$ cat src/rtl/vtdl_fifo_ctrl.sv
// FIFO controller that keeps its data in an external shift-type delay line.
// Optional watermark flag (wmark_i / wmark_o) is compiled in with VTDL_FIFO_WMARK_EN.
module vtdl_fifo_ctrl #(
  parameter  int WID = 8,
  parameter  int DEP = 16,
  localparam int AW  = $clog2(DEP)
) (
  input  logic           clk,
  input  logic           rst_n,
  input  logic           flush_i,
  input  logic           wvalid_i,
  input  logic [WID-1:0] wdata_i,
  output logic           wready_o,
  output logic           rvalid_o,
  output logic [WID-1:0] rdata_o,
  input  logic           rready_i,
  output logic           dl_ce_o,
  output logic [WID-1:0] dl_d_o,
  output logic [AW-1:0]  dl_a_o,
  input  logic [WID-1:0] dl_q_i,
`ifdef VTDL_FIFO_WMARK_EN
  input  logic [AW:0]    wmark_i,
  output logic           wmark_o,
`endif
  output logic [AW:0]    count_o,
  output logic           full_o,
  output logic           empty_o
);

  typedef enum logic {
    RUN   = 1'b0,
    FLUSH = 1'b1
  } state_t;

  localparam logic [AW:0] DEP_C = (AW+1)'(DEP);
  localparam logic [AW:0] ONE_C = {{AW{1'b0}}, 1'b1};

  state_t          state_q, state_d;
  logic   [AW:0]   count_q, count_d;
  logic   [AW:0]   count_m1_s;
  logic            run_s, push_s, pop_s;

  // State and occupancy registers; reset wins over flush and traffic.
  always_ff @(posedge clk) begin
    if (!rst_n) begin
      state_q <= RUN;
      count_q <= '0;
    end else begin
      state_q <= state_d;
      count_q <= count_d;
    end
  end

  // Handshakes, delay-line control and next-state/next-count logic.
  always_comb begin
    run_s      = (state_q == RUN);
    full_o     = (count_q == DEP_C);
    empty_o    = (count_q == '0);
    rvalid_o   = run_s & ~empty_o;
    pop_s      = rvalid_o & rready_i;
    wready_o   = run_s & (~full_o | pop_s);
    push_s     = wvalid_i & wready_o;
    dl_ce_o    = push_s;
    dl_d_o     = wdata_i;
    count_m1_s = count_q - ONE_C;
    // The oldest entry always sits at index count-1 of the shift line.
    if (empty_o) begin
      dl_a_o = '0;
    end else begin
      dl_a_o = count_m1_s[AW-1:0];
    end
    rdata_o = dl_q_i;
    count_o = count_q;
    state_d = state_q;
    count_d = count_q;
    case (state_q)
      RUN: begin
        if (flush_i) begin
          state_d = FLUSH;
          count_d = '0;
        end else if (push_s && !pop_s) begin
          count_d = count_q + ONE_C;
        end else if (pop_s && !push_s) begin
          count_d = count_m1_s;
        end else begin
          count_d = count_q;
        end
      end
      FLUSH: begin
        state_d = RUN;
      end
      default: begin
        state_d = RUN;
        count_d = '0;
      end
    endcase
  end

`ifdef VTDL_FIFO_WMARK_EN
  logic wmark_q, wmark_d;

  // Watermark flag tracks the count that will be held next cycle.
  always_comb begin
    wmark_d = (count_d >= wmark_i);
    wmark_o = wmark_q;
  end

  // Watermark register.
  always_ff @(posedge clk) begin
    if (!rst_n) begin
      wmark_q <= 1'b0;
    end else begin
      wmark_q <= wmark_d;
    end
  end
`endif

endmodule
$ cat config.mk
export PLATFORM = sky130hd
export DESIGN_NAME = vtdl_fifo_ctrl
export DESIGN_NICKNAME = d
export VERILOG_FILES = /design/src/rtl/vtdl_fifo_ctrl.sv
export SDC_FILE = /design/constraint.sdc
export NUM_CORES = 1
export LEC_CHECK = 0
export ABC_CLOCK_PERIOD_IN_PS = 2500
export CAP_MARGIN = 20
export CELL_PAD_IN_SITES_DETAIL_PLACEMENT = 0
export CELL_PAD_IN_SITES_GLOBAL_PLACEMENT = 1
export CORE_MARGIN = 4
export CORE_UTILIZATION = 24
export CTS_BUF_LIST = sky130_fd_sc_hd__clkbuf_4
export DETAILED_ROUTE_END_ITERATION = 16
export MAX_ROUTING_LAYER = met4
export PLACE_DENSITY = 0.85
export SYNTH_ARGS = -nofsm -noshare
export SYNTH_HDL_FRONTEND = slang
export SYNTH_SLANG_ARGS = --single-unit
$ cat constraint.sdc
create_clock -name clk -period 2.5 [get_ports clk]
set_input_delay 0.25 -clock clk [delete_from_list [all_inputs] [get_ports clk]]
set_output_delay 0.25 -clock clk [all_outputs]
set_load 0.02 [all_outputs]
==> results.md <==
- Status: finished clean
- Syn Area/Cell: roughly 7.7 um2
- Final ANT Viol Nets: 0
- Worst-skew pair later-pin latency: approximately 250 ps
- Worst-Margin Slew: around 550 ps
- Worst r2r dst: count_o[3]
- Worst path top cell family by delay: buffers and inverters
- Reg-to-reg slack, setup: 140 ps
- CP endpoint kind: primary output
- Setup Buffers After CTS: 0
- Worst slew margin: a little over three fifths
- CTS tree: done
- Clock-pin slew on the worst setup and hold paths: 50 ps
- Combinational family with the most area after synthesis: simple AND/OR/NAND/NOR gates
- Post-Synth Simple-Gate Area: between 20% and 30%
- Setup TNS: 0 ps
- Post-CTS sizing: 0
- CP max FO: 6
- Port Buffers: 18
- Crit-path slowest cell: clkdlybuf4s50_1
- R2r worst-path depth: 7
- Chip height: ~64 um
- Post-synth top flop: dfxtp_1
- Synth warn: 0
- Clk sinks: 6
- Setup WS post-layout: between 100 and 150 ps
- Worst path max stage delay: between 600 and 700 ps
- Compound-Gate Fraction of Synth Area: between 15 and 20%
- First-pass DRT Iterations: 4
- Pin count of the biggest net entering global routing: 12
- Via count: 680
- DP Worst Slack: 177 ps
- FFs w/ async S/R, synth: 0%
- Reg2reg start: count_o[1]
- FF+latch area: about 120 um2
- Die width: roughly 64 um
- Starting Density: 24.9%
- Synth Cell Area: around 760 um2
- Max Slew Vio Count: 0
- Endpoints failing hold: 0
- First-pass GRT wire length: 3.15 mm
- F_max: ~0.42 GHz
- Post-detailed-route via-to-cell ratio: 4.63
- CP bufs+invs: 2
- # diodes: 0
- GPL Wtd Cong: 0.746
- Number of flops mapped to enable cells by yosys: 0
- Grt total ovfl: 0
- Synthesized flop and latch total: 6
- Skew final: between 4 and 5 ps
- CTS Buffer Depth: 2
- TritonCTS buffer count: 3
- Post-CTS Hold Fix Bufs: 0
- CP cell instances: inv_1, ha_1, and4bb_2, nor2b_1, nor2_1, clkdlybuf4s50_1
- WL final: 1.91 mm
- Wire length per cell: 13.0 um
- Post-DP HPWL: 1.41 mm
- Num ports: around 50
- DRC violations left: 0
- Layout cells sized above 1: between 10% and 20%
- Gr usage total: slightly below 10%
- Stages on worst setup path: 6
- Num rows: 20
- H-tree depth: 1
- Crit path launch: count_o[1]
- Fin crit share: a little over nine tenths
- Fraction of synthesized area in multiplexers: 2.63%
- Critical Path AT: roughly 2100 ps
- Design Area, Final: 898 um2
- Area after DPL: 873 um2
- Worst VDD drop: approximately 250 uV
- Crit start category: flip-flop
- Clock period minus worst slack: around 2400 ps
- Max Cap Viol: 0
- PwrDens: roughly 610 nW/um2
- Starting DRT DRC Count: 20
- Final setup viols: 0
- Synth Net Count: about 120
- Core box area: slightly above 3000 um2
- Cell variety after synth: 41
- RSZ-0062 raised after global routing: false
- Leakage power: between 0.0003 and 0.0004 uW
- Initial antenna violation count: 0
- Area share of fa/ha/maj cells after synthesis: around 5%
- Critical path class: reg -> out
- Post-Synthesis Cells: 99
- Vias in the first global route: approximately 660
- Root buffer cell: clkbuf_4
- Combined area of the multi-input logic cells: roughly 450 um2
- Crit path to: wready_o
- Critical path required time: roughly 2300 ps
- Cells after DPL: between 100 and 150
- Hold Crit Class: in -> out
- Fill count: ~350
- Layout Cells excl Fill: ~150
- Area Growth Syn to Fin: 18.1%
- Post-synthesis sequential area ratio: between 15 and 20%
- Nets: 129
- Die area: a little over 4000 um2
- XOR/XNOR Fraction of Synth Area: 4.61%
[layout by cell type, fill, tap and decap left out, drive strengths merged, types with 2 or more instances in the layout]
cell            n
a211oi          2
a21oi           6
and3            2
buf             6
clkbuf          3
clkdlybuf4s50  17
dfxtp           6
ha              3
inv             5
mux2i           2
nand2           6
nand3           3
nand3b          2
nor2            8
nor2b           2
o2111ai         2
o21ai           2
or2b            2
or3             2
or4             2
xnor2           2
xor2            2
[worst register-to-register path, stage by stage, from the launching register on]
cell,delay (ps)
dfxtp_1,350
inv_1,90
ha_1,210
or3b_1,490
a211oi_1,320
o31ai_2,170
or4_1,490
a31oi_1,160
[power by group]
part	switching (uW)	leakage (uW)	total, uW	internal [uW]
Sequential	14.2	0.0000492	119	105
Combinational	176	0.000287	333	156
Clock	38.2	0.0000138	92.8	54.5
Total	229	0.000350	545	316
[cell usage after synthesis (all sizes together), types with 3 or more instances]
| library cell | count | share of area, % |
|---|---|---|
| ha | 3 | 4.9 |
| nor2 | 8 | 3.9 |
| a21oi | 6 | 3.9 |
| dfxtp | 6 | 16 |
| clkbuf | 3 | 2.1 |
| nand2 | 6 | 3.0 |
| nand3 | 3 | 2.0 |
| buf | 20 | 20 |
| inv | 5 | 2.5 |
[how the worst min path moves through the flow]
| stage | from | to | slack, ps | cells past startpoint |
|---|---|---|---|---|
| after global placement | wdata_i[4] | dl_d_o[4] | 500 | 0 |
| after detailed placement | wdata_i[4] | dl_d_o[4] | 500 | 0 |
| after global routing | wdata_i[1] | dl_d_o[1] | 500 | 0 |
| final | wdata_i[6] | dl_d_o[6] | 500 | 0 |
| after floorplan | rst_n | count_o[0] | 400 | 2 |
| after CTS | wdata_i[4] | dl_d_o[4] | 500 | 0 |
[stage by stage]
stage	total power [uW]	hold WS, ps	util [%]
after CTS	551	500	29.3
final	545	500	29.4
after floorplan	369	401	-
after detailed placement	453	500	28.6
after global routing	585	500	29.4
after global placement	451	500	28.6
[layer usage]
layer | routed length [um] | global-route usage, % | share of wire (%) | vias up
li1 | - | - | - | 341
met1 | 888 | 12.0 | 46 | 305
met2 | 869 | 14.8 | 45 | 26
met3 | 108 | 2.99 | 5.6 | 8
met4 | 47 | 3.69 | 2.5 | 0
met5 | 0 | - | 0 | -
[sequential cells by signal, summed over array words and instances (netlist names)]
name / count
state_q: 1
count_o: 5
[logic make-up (layout without fill, tap and decap cells)]
| kind of cell | after synthesis | in the layout |
|---|---|---|
| flops | 6 | 6 |
| compound gates | 20 | 20 |
| xor+xnor | 4 | 4 |
| simple gates | 36 | 36 |
| buf+inv | 28 | 32 |
| fa+ha+maj | 3 | 3 |
| mux | 2 | 2 |
[cell type report]
cell class                 count  share of cell area, %
timing repair buffer          24                   25.3
tap                           44                   6.13
multi-input combinational     65                   50.6
inverter                       5                   2.09
sequential                     6                   13.4
clock buffer                   3                   2.51
Power figures use the tool's default switching activity.
